## config.mk

```make
export PLATFORM = sky130hd
export DESIGN_NAME = stopwatch_unit
export DESIGN_NICKNAME = d
export VERILOG_FILES = /design/src/rtl/stopwatch_pkg.sv /design/src/rtl/stopwatch_prescaler.sv /design/src/rtl/stopwatch_unit.sv
export SDC_FILE = /design/constraint.sdc
export NUM_CORES = 1
export LEC_CHECK = 0
export CORE_ASPECT_RATIO = 1.4
export CORE_UTILIZATION = 45
export CTS_CLUSTER_SIZE = 12
export DETAILED_ROUTE_END_ITERATION = 6
export PLACE_DENSITY = 0.77
export RECOVER_POWER = 100
export REMOVE_ABC_BUFFERS = 1
export SLEW_MARGIN = 20
export SYNTH_ARGS = -nofsm -noshare
export SYNTH_HDL_FRONTEND = slang
export SYNTH_SLANG_ARGS = --single-unit
export TNS_END_PERCENT = 50
```

## constraint.sdc

```tcl
create_clock -name clk -period 2.7 [get_ports clk]
set_clock_uncertainty 0.05 [all_clocks]
set_input_delay 0.405 -clock clk [delete_from_list [all_inputs] [get_ports clk]]
set_output_delay 0.405 -clock clk [all_outputs]
set_load 0.005 [all_outputs]
```

## src/rtl/stopwatch_pkg.sv

```systemverilog
// stopwatch_pkg: shared state enum, range limits and output widths for the stopwatch
// and its seven-segment encoder.
package stopwatch_pkg;
  typedef enum logic [1:0] {IDLE, RUN, PAUSE, FULL} state_t;
  localparam int MINS_W = 7;
  localparam int SECS_W = 6;
  localparam int DECS_W = 7;
  localparam logic [DECS_W-1:0] DECS_MAX = 7'd99;
  localparam logic [SECS_W-1:0] SECS_MAX = 6'd59;
  localparam logic [MINS_W-1:0] MINS_MAX = 7'd99;
endpackage

```

## src/rtl/stopwatch_prescaler.sv

```systemverilog
// stopwatch_prescaler: divides clk by DIV while enabled, holding its count when disabled.
// Ports: clk, rst_n (async active-low), en (count enable), clr (sync zero), tick (one clk at DIV-1).
module stopwatch_prescaler #(
  parameter int DIV = 10
) (
  input  logic clk,
  input  logic rst_n,
  input  logic en,
  input  logic clr,
  output logic tick
);
  localparam int W = $clog2(DIV);
  localparam logic [W-1:0] LAST = W'(DIV - 1);
  logic [W-1:0] cnt;
  assign tick = en && (cnt == LAST);
  always_ff @(posedge clk or negedge rst_n)
    if (!rst_n) cnt <= '0;
    else if (clr) cnt <= '0;
    else if (en) cnt <= tick ? '0 : cnt + 1'b1;
endmodule

```

## src/rtl/stopwatch_unit.sv

```systemverilog
// stopwatch_unit: 100 Hz stopwatch core with start/stop, clear and optional lap hold.
// Ports: clk, rst_n (async active-low), start_stop/clear/lap (debounced levels, rising edge acts),
//        stopwatch_unit_mins/secs/decs (binary counts), running (RUN), overflow (FULL).
// Option: define STOPWATCH_LAP_EN to enable the lap snapshot on the outputs.
module stopwatch_unit
  import stopwatch_pkg::*;
#(
  parameter int CLK_HZ  = 50_000_000,
  parameter int TICK_HZ = 100
) (
  input  logic              clk,
  input  logic              rst_n,
  input  logic              start_stop,
  input  logic              clear,
  input  logic              lap,
  output logic [MINS_W-1:0] stopwatch_unit_mins,
  output logic [SECS_W-1:0] stopwatch_unit_secs,
  output logic [DECS_W-1:0] stopwatch_unit_decs,
  output logic              running,
  output logic              overflow
);
  localparam int DIV = CLK_HZ / TICK_HZ;
  state_t state, state_d;
  logic ss_q, clr_q, ss_e, clr_e, tick, at_max;
  logic [MINS_W-1:0] mins_r;
  logic [SECS_W-1:0] secs_r;
  logic [DECS_W-1:0] decs_r;
  always_ff @(posedge clk or negedge rst_n)
    if (!rst_n) {ss_q, clr_q} <= '0;
    else {ss_q, clr_q} <= {start_stop, clear};
  assign ss_e   = start_stop & ~ss_q;
  assign clr_e  = clear & ~clr_q;
  assign at_max = (decs_r == DECS_MAX) && (secs_r == SECS_MAX) && (mins_r == MINS_MAX);
  stopwatch_prescaler #(.DIV(DIV)) u_prescaler (
    .clk  (clk),
    .rst_n(rst_n),
    .en   (state == RUN),
    .clr  (clr_e),
    .tick (tick)
  );
  always_ff @(posedge clk or negedge rst_n)
    if (!rst_n) state <= IDLE;
    else state <= state_d;
  // Saturation wins over a start_stop edge arriving on the final tick.
  always_comb begin
    state_d  = state;
    running  = (state == RUN);
    overflow = (state == FULL);
    if (clr_e) state_d = IDLE;
    else if (state == RUN && tick && at_max) state_d = FULL;
    else if (ss_e && state != FULL) state_d = (state == RUN) ? PAUSE : RUN;
  end
  always_ff @(posedge clk or negedge rst_n)
    if (!rst_n) begin
      decs_r <= '0;
      secs_r <= '0;
      mins_r <= '0;
    end else if (clr_e) begin
      decs_r <= '0;
      secs_r <= '0;
      mins_r <= '0;
    end else if (tick && !at_max) begin
      if (decs_r != DECS_MAX) decs_r <= decs_r + 1'b1;
      else begin
        decs_r <= '0;
        if (secs_r != SECS_MAX) secs_r <= secs_r + 1'b1;
        else begin
          secs_r <= '0;
          mins_r <= mins_r + 1'b1;
        end
      end
    end
`ifdef STOPWATCH_LAP_EN
  logic lap_q, lap_e, lap_hold;
  logic [MINS_W-1:0] snap_m;
  logic [SECS_W-1:0] snap_s;
  logic [DECS_W-1:0] snap_d;
  assign lap_e = lap & ~lap_q;
  // The snapshot captures the counters as they stand before the lap edge updates them.
  always_ff @(posedge clk or negedge rst_n)
    if (!rst_n) begin
      lap_q    <= 1'b0;
      lap_hold <= 1'b0;
      snap_m   <= '0;
      snap_s   <= '0;
      snap_d   <= '0;
    end else begin
      lap_q <= lap;
      if (clr_e || state_d == FULL) lap_hold <= 1'b0;
      else if (state == RUN && lap_e) begin
        lap_hold <= ~lap_hold;
        if (!lap_hold) {snap_m, snap_s, snap_d} <= {mins_r, secs_r, decs_r};
      end
    end
  assign stopwatch_unit_mins = lap_hold ? snap_m : mins_r;
  assign stopwatch_unit_secs = lap_hold ? snap_s : secs_r;
  assign stopwatch_unit_decs = lap_hold ? snap_d : decs_r;
`else
  logic unused_lap;
  assign unused_lap = lap;
  assign stopwatch_unit_mins = mins_r;
  assign stopwatch_unit_secs = secs_r;
  assign stopwatch_unit_decs = decs_r;
`endif
endmodule

```

# Word level (Yosys, flattened, before mapping)
# Cells that the tools add are included.
# classes
bitwise	4
reduce_logical	13
add_sub_neg	4
eq_ne	11
muxes	18
# ops
cell	n
19-bit two-way mux	3
7-bit two-way mux	7
6-bit two-way mux	4
19-bit by 1-bit adder with 19-bit output, second input constant	1
19-bit equality test, second input constant	1
7-bit by 1-bit adder with 7-bit output, second input constant	2
7-bit equality test, second input constant	2
2-bit two-way mux	4
1-bit logical AND	7
7-bit != test, second input constant	1
6-bit by 1-bit adder with 6-bit output, second input constant	1
6-bit equality test, second input constant	1
2-bit != test, second input constant	3
6-bit != test, second input constant	1
2-bit nonzero test	2
3-bit AND reduction	1
3-bit nonzero test	1
1-bit AND	2
2-bit by 1-bit equality test with 1-bit output, second input constant	1
2-bit equality test, second input constant	1
1-bit inverter	2
2-bit AND reduction	1
1-bit logical NOT	1
# word_totals
inputBits	5
register_bits	43
output_inout_bits	22

# Logic depth before layout (Yosys ltp)
# Gate-level depths: netlist of run 1.
# logic_depth
depth_word	7
ltp_mapped	8
mapped_depth_nobuf	6

# Hierarchy
# From an unflattened synthesis of run 1, not the netlist that was laid out.
# hier_totals
cells_unflattened	261
area_unflattened_um2	2524.9
# modules_own_cells
module	area_each_um2	n_inst	cells_per_inst	seq_area_each_um2
stopwatch_unit	1385.1	1	146	600.6
stopwatch_prescaler	1139.8	1	115	475.5

# Worst setup path before layout of run 1
# No wires, ideal clock.
# synth_path
path_kind	reg2reg
start	register u_prescaler.cnt[6]
end	register decs_r[6], in the netlist stopwatch_unit_decs[6]
slack_ns	0.396
path_buffers	0
setup_ns	0.078
required_ns	2.572
arrival_time_ns	2.176
path_stages_with_launch	6
path_cell_list	dfrtp_1 or4b_4 nor3_4 nand3_1 or4_1 a21oi_1
# synth_via
elab_chain_cells	4
# synth_lines
element	line_no	source
start: declaration	stopwatch_prescaler.sv:14	logic [W-1:0] cnt;
start signal: assignment	stopwatch_prescaler.sv:19	else if (en) cnt <= tick ? '0 : cnt + 1'b1;
19-bit equality test	stopwatch_prescaler.sv:15	assign tick = en && (cnt == LAST);
1-bit logical AND	stopwatch_prescaler.sv:15	
1-bit logical AND	stopwatch_unit.sv:62	end else if (tick && !at_max) begin
2-bit nonzero test (no source line)	--	
end signal: assignment	stopwatch_unit.sv:63	if (decs_r != DECS_MAX) decs_r <= decs_r + 1'b1;
end: declaration	stopwatch_unit.sv:27	logic [DECS_W-1:0] decs_r;
# Every way passes these cells.
# A chain may end at the register's enable or synchronous reset.

# Worst setup path after layout of run 1
# layout_path
start	register u_prescaler.cnt[6]
end	register mins_r[6], in the netlist stopwatch_unit_mins[6]
# layout_via
elab_chain_cells	5
# layout_lines
element	line_no	source
19-bit equality test	stopwatch_prescaler.sv:15	
1-bit logical AND	stopwatch_prescaler.sv:15	
1-bit logical AND	stopwatch_unit.sv:62	
2-bit nonzero test (no source line)	--	
3-bit AND reduction (no source line)	--	
end signal: assignment	stopwatch_unit.sv:69	mins_r <= mins_r + 1'b1;
end: declaration	stopwatch_unit.sv:25	logic [MINS_W-1:0] mins_r;
# Every way passes these cells.

==> results of run 1 <==
cell families (layout without fill, tap and decap cells):
kind of cell               Yosys count  after routing  synth area share (%)
adders and majority gates            4              4                  2.08
muxes                                6              6                  2.49
AOI/OAI and AO/OA                   73             73                  19.0
and+or+nand+nor                    125            125                  28.0
xor gates and xnor gates             2              2                 0.727
buffers and inverters               19             51                  3.01
DFF                                 43             43                  44.7
per-layer routing:
| metal | global-route usage [%] | vias up | wire [µm] |
|---|---|---|---|
| met1 | 24.0 | 1046 | 2430 |
| met2 | 38.4 | 40 | 2780 |
| met3 | 3.74 | 7 | 138 |
| li1 | - | 1089 | - |
| met5 | 0 | - | 0 |
| met4 | 8.47 | 0 | 75 |
synth_stat cells, types with 6 or more instances:
master     n  area [µm²]
or4_1      6        45.0
o21ai_0   20         100
a21oi_1   20         100
mux2i_1    6        60.1
dfrtp_1   43        1080
nor2_1    16        60.1
nor3_1     6        30.0
inv_1      8        30.0
o31ai_1    8        60.1
clkbuf_1  10        37.5
nand3_1   19        95.1
nand4_1   11        68.8
or3_1      7        43.8
nand2_1   34         128
report_power, final:
part,switching [mW],internal (mW),leakage [nW]
logic,0.0999,0.0577,0.574
clock network,0.248,0.185,0.0408
registers,0.0187,0.665,0.588
through the flow:
stage | setup WS, ps | instance area (µm²) | total power, mW | cells | utilization, %
final | 138 | 2860 | 1.27 | 370 | 55.4
after global routing | 2.29 | 2860 | 1.33 | 370 | 55.4
after CTS | 147 | 2860 | 1.29 | 370 | 55.5
after detailed placement | 162 | 2770 | 0.858 | 362 | 53.7
after global placement | 236 | 2770 | 0.852 | 362 | 53.7
after floorplan | 230 | 2370 | 0.785 | 261 | -
state kept, by name, indices dropped and copies added (netlist names):
name / flops
clr_q: 1
ss_q: 1
state: 2
stopwatch_unit_decs: 7
stopwatch_unit_mins: 7
stopwatch_unit_secs: 6
u_prescaler.cnt: 19
cell usage in the layout, fill, tap and decap left out, types with 3 or more instances in the layout:
cell and n:
and2_1 3, nor2_1 16, dfrtp_1 43, nand2_1 34
a211oi_1 5, ha_1 4, inv_1 8, buf_4 9
a21oi_1 20, or3_1 7, mux2i_1 6, o21ai_0 20
nor4_1 5, nor3_1 6, o211ai_1 5, o31ai_1 8
nand4_1 11, o311ai_0 3, clkbuf_8 5, and3_1 3
a31o_2 3, or4_1 6, nand3_1 19, dlygate4sd3_1 24
critical path, cell delays in order (launching register included):
cell and delay (ps):
dfrtp_1 460, or4b_4 600, nor3_4 260, nand4_2 380, or4_1 580, a21oi_1 160
how the worst min path moves through the flow:
stage / from / endpoint / slack, ps / cells past startpoint
detailed placement: u_prescaler.cnt[8] / u_prescaler.cnt[8] / 460 / 1
floorplan: rst_n / clr_q / 60 / 0
finish: rst_n / stopwatch_unit_decs[2] / 240 / 1
global placement: u_prescaler.cnt[8] / u_prescaler.cnt[8] / 440 / 1
global route: rst_n / stopwatch_unit_mins[3] / 330 / 1
CTS: rst_n / stopwatch_unit_mins[3] / 230 / 1
cell type report:
class                      count  area share (%)
multi-input combinational    210            44.1
sequential                    43            37.6
timing repair buffer          35            11.1
inverter                       8            1.05
tap                           66            2.89
clock buffer                   5            2.41
clock inverter                 3           0.832
==> metrics.yaml, run 1 <==
status: "completed"
fp.dieArea_um2: 5660
fp.coreArea_um2: 5160
cts_setup_buffers: 0
nFillCells: 458
setup_violations: 0
powerDensity_nw_per_um2: 446
grt-ovfl-total: 0
gp_congestion: 0.838
endpoint_kind: "flop"
cts_htree_levels: 2
r2r_slack_ps: 140
syn_area_um2: 2410
firstDrtPassIters: 5
reg2reg_depth: 5
post_drt_wl_per_cell_um: 14.7
max_freq_mhz: 390
clkSlewWorstSetupHoldPaths_ps: 90
start_kind: "flop"
synth_edf_count: 0
grt_pass1_vias: 2020
timing.setup.tns_ps: 0
ant_nets: 0
ys_warn_count: 0
worstPathRequired_ps: 2880
syn_area_per_cell_um2: 8.86
syn_to_final_growth_pct: 18.6
routed_wl_mm: 5.42
die_y_um: 88.6
p_leak_nw: 1.20
hold_buffers: 0
synth_cell_types: 45
crit_fanout: 18
final_net_count: 312
crit-reg2reg-capture: "stopwatch_unit_mins[6]"
drt_iter0_markers: 195
fin_crit_sh_pct: 94.9
multi_input_area_um2: 1260
drive_above_1_share_pct: 8.22
crit_end: "stopwatch_unit_mins[6]"
cts_sinks: 43
drc: 0
yosys_register_bits: 43
portBuffers: 25
cts_buffers: 5
antenna_cells: 0
timing.hold.ws_ps: 236
vias_per_cell: 5.90
grt_usage_pct: 21.0
crit_type: "reg -> reg"
final_hold_viol_count: 0
synth_ff_type: "dfrtp_1"
vias: 2182
grt_max_degree: 44
dieWidth_um: 63.8
ir_drop_uv: 270
io_pins: 27
rsz0062_at_grt: "no"
drv_slew: 0
crit_start: "u_prescaler.cnt[6]"
ys_seq_area_share_pct: 44.7
slew_headroom_pct: 28.6
rows: 31
clock_path_buffers: 2
drv_cap: 0
async_reset_ff_share_pct: 100
post-route-min-period_ps: 2560
worstHoldPathType: "in -> async"
syn_inst: 272
grt_pass1_wl_mm: 9.31
r2r_start: "u_prescaler.cnt[6]"
grt_antenna_before_repair: 0
clk_latency_ps: 310
worst_slew_pin_slew_ps: 1070
cts_tree: "built"
seqCellArea_um2: 1080
ctsRootBufferMaster: "clkbuf_8"
start_util_pct: 46.7
dpl.hpwl_mm: 3.79
crit_arrival_ps: 2740
cts_resized: 0
(Power assumes the default switching activity.)
==> inputs of run 2 (changes only) <==
- MAX_ROUTING_LAYER: not set -> met4
- PLACE_DENSITY: 0.77 -> 0.66
==> run 2 against run 1 <==
Die area unchanged. Via count is 1.8% higher. Cell area increased by 0.13%. Sequential share of layout area about the same. Clock power is 2% higher. Flip-flop and latch count did not move.
==> metrics.yaml, run 2 (synthesized netlist as in run 1, its figures left out) <==
final_net_count: 311
worstPathRequired_ps: 2900
r2r_start: "u_prescaler.cnt[6]"
use_met2_pct: 38.9
largest_reg_flops: 19
timing.setup.tns_ps: 0
instances_no_fill: 369
fp.coreArea_um2: 5160
clkSlewWorstSetupHoldPaths_ps: 100
fin_util_pct: 55.5
drv_cap: 0
grt_pass1_vias: 2048
slew_headroom_pct: 26.9
placedCellCount: 361
endpoint_kind: "flop"
met3_usage_pct: 4.38
max_freq_mhz: 407
vias_per_cell: 6.02
seqCellArea_um2: 1080
routed_wl_mm: 5.58
setup_violations: 0
grt_max_degree: 44
drv_slew: 0
post-route-min-period_ps: 2460
die_y_um: 88.6
regMostFlops: "u_prescaler.cnt"
worstHoldPathType: "in -> async"
portBuffers: 25
post_drt_wl_per_cell_um: 15.1
ant_nets: 0
final_cell_mix: "dfrtp_1 (43), nand2_1 (34), dlygate4sd3_1 (24), a21oi_1 (20), o21ai_0 (20)"
dpl_worst_slack_ps: 159
grt-ovfl-total: 0
grt_pass1_wl_mm: 9.49
cts_sinks: 43
crit_type: "reg -> reg"
stdcell_area_um2: 2860
cts_buffers: 5
r2r_slack_ps: 240
firstDrtPassIters: 4
antenna_cells: 0
worst_slew_pin_slew_ps: 1100
dpl-instance-area_um2: 2770
clk_latency_ps: 310
layout_commonest_cell: "dfrtp_1"
multi_input_area_um2: 1270
vias: 2221
use_met1_pct: 25.4
start_kind: "flop"
fin_crit_sh_pct: 91.0
ir_drop_uv: 279
nFillCells: 481
crit-reg2reg-capture: "stopwatch_unit_mins[5]"
cts_tree: "built"
p_leak_nw: 1.20
gp_congestion: 0.802
fin_ws_ps: 242
start_util_pct: 46.7
drc: 0
powerDensity_nw_per_um2: 448
crit_arrival_ps: 2660
crit_fanout: 18
dpl.hpwl_mm: 3.90
grt_busiest_layer: "met2"
fp.dieArea_um2: 5660
cts_htree_levels: 2
grt_usage_pct: 22.7
cts_setup_buffers: 0
final_hold_viol_count: 0
drt_iter0_markers: 92
reg2reg_depth: 5
drive_above_1_share_pct: 8.25
io_pins: 27
grt_antenna_before_repair: 0
ctsRootBufferMaster: "clkbuf_8"
clock_path_buffers: 2
rows: 31
status: "completed"
dieWidth_um: 63.8
syn_to_final_growth_pct: 18.8
rsz0062_at_grt: "no"
## run 2: metal layers
layer,part of all wire (%),up-vias
li1,-,1093
met1,43,1077
met4,2.1,0
met3,3.1,11
met5,0,-
met2,51,40
## run 2: layout make-up
cell class / instances / share of cell area (%)
inverters: 8 / 1.05
multi-input cells: 210 / 44.3
flip-flops and latches: 43 / 37.6
well taps: 66 / 2.88
repair buffers: 34 / 10.9
clock buffers: 5 / 2.40
clock inverters: 3 / 0.830
## run 2: through the flow
stage               hold slack [ps]  power, mW
floorplan                      59.4      0.785
CTS                             232       1.30
detailed placement              443      0.858
global route                    321       1.35
global placement                445      0.854
finish                          237       1.28
## run 2: worst max-delay path, cell delays in order (launching register included)
cell and delay [ps]:
dfrtp_1 450, or4b_1 640, nor3_4 310, nand4_4 270, or4_1 540, a21oi_1 150
## run 2: repair_timing
action / CTS / global route
endpoints found under the setup margin: 0 / 3
resized for setup: 0 / 1
hold buffers: 0 / 0
## run 2: report_power, final
group | total, mW | internal, mW | switching, mW
clock | 0.441 | 0.185 | 0.256
sequential | 0.685 | 0.665 | 0.0195
combinational | 0.156 | 0.0549 | 0.101
## run 2: worst max path at each step
stage                   startpoint                endpoint  slack, ps  depth (start not counted)
6_report        u_prescaler.cnt[6]  stopwatch_unit_mins[5]        240                          5
5_1_grt         u_prescaler.cnt[6]  stopwatch_unit_mins[3]        100                          5
4_1_cts         u_prescaler.cnt[6]  stopwatch_unit_mins[3]        150                          5
3_5_place_dp    u_prescaler.cnt[6]  stopwatch_unit_mins[3]        160                          5
3_3_place_gp    u_prescaler.cnt[6]  stopwatch_unit_mins[6]        200                          5
2_1_floorplan  u_prescaler.cnt[15]  stopwatch_unit_mins[3]        230                          5
==> inputs of run 3 (changes only) <==
- CTS_CLUSTER_SIZE: 12 -> 14
- TNS_END_PERCENT: 50 -> 30
==> results of run 3 <==
Same layout as run 2: the final DEF is identical, and so are final timing and power.
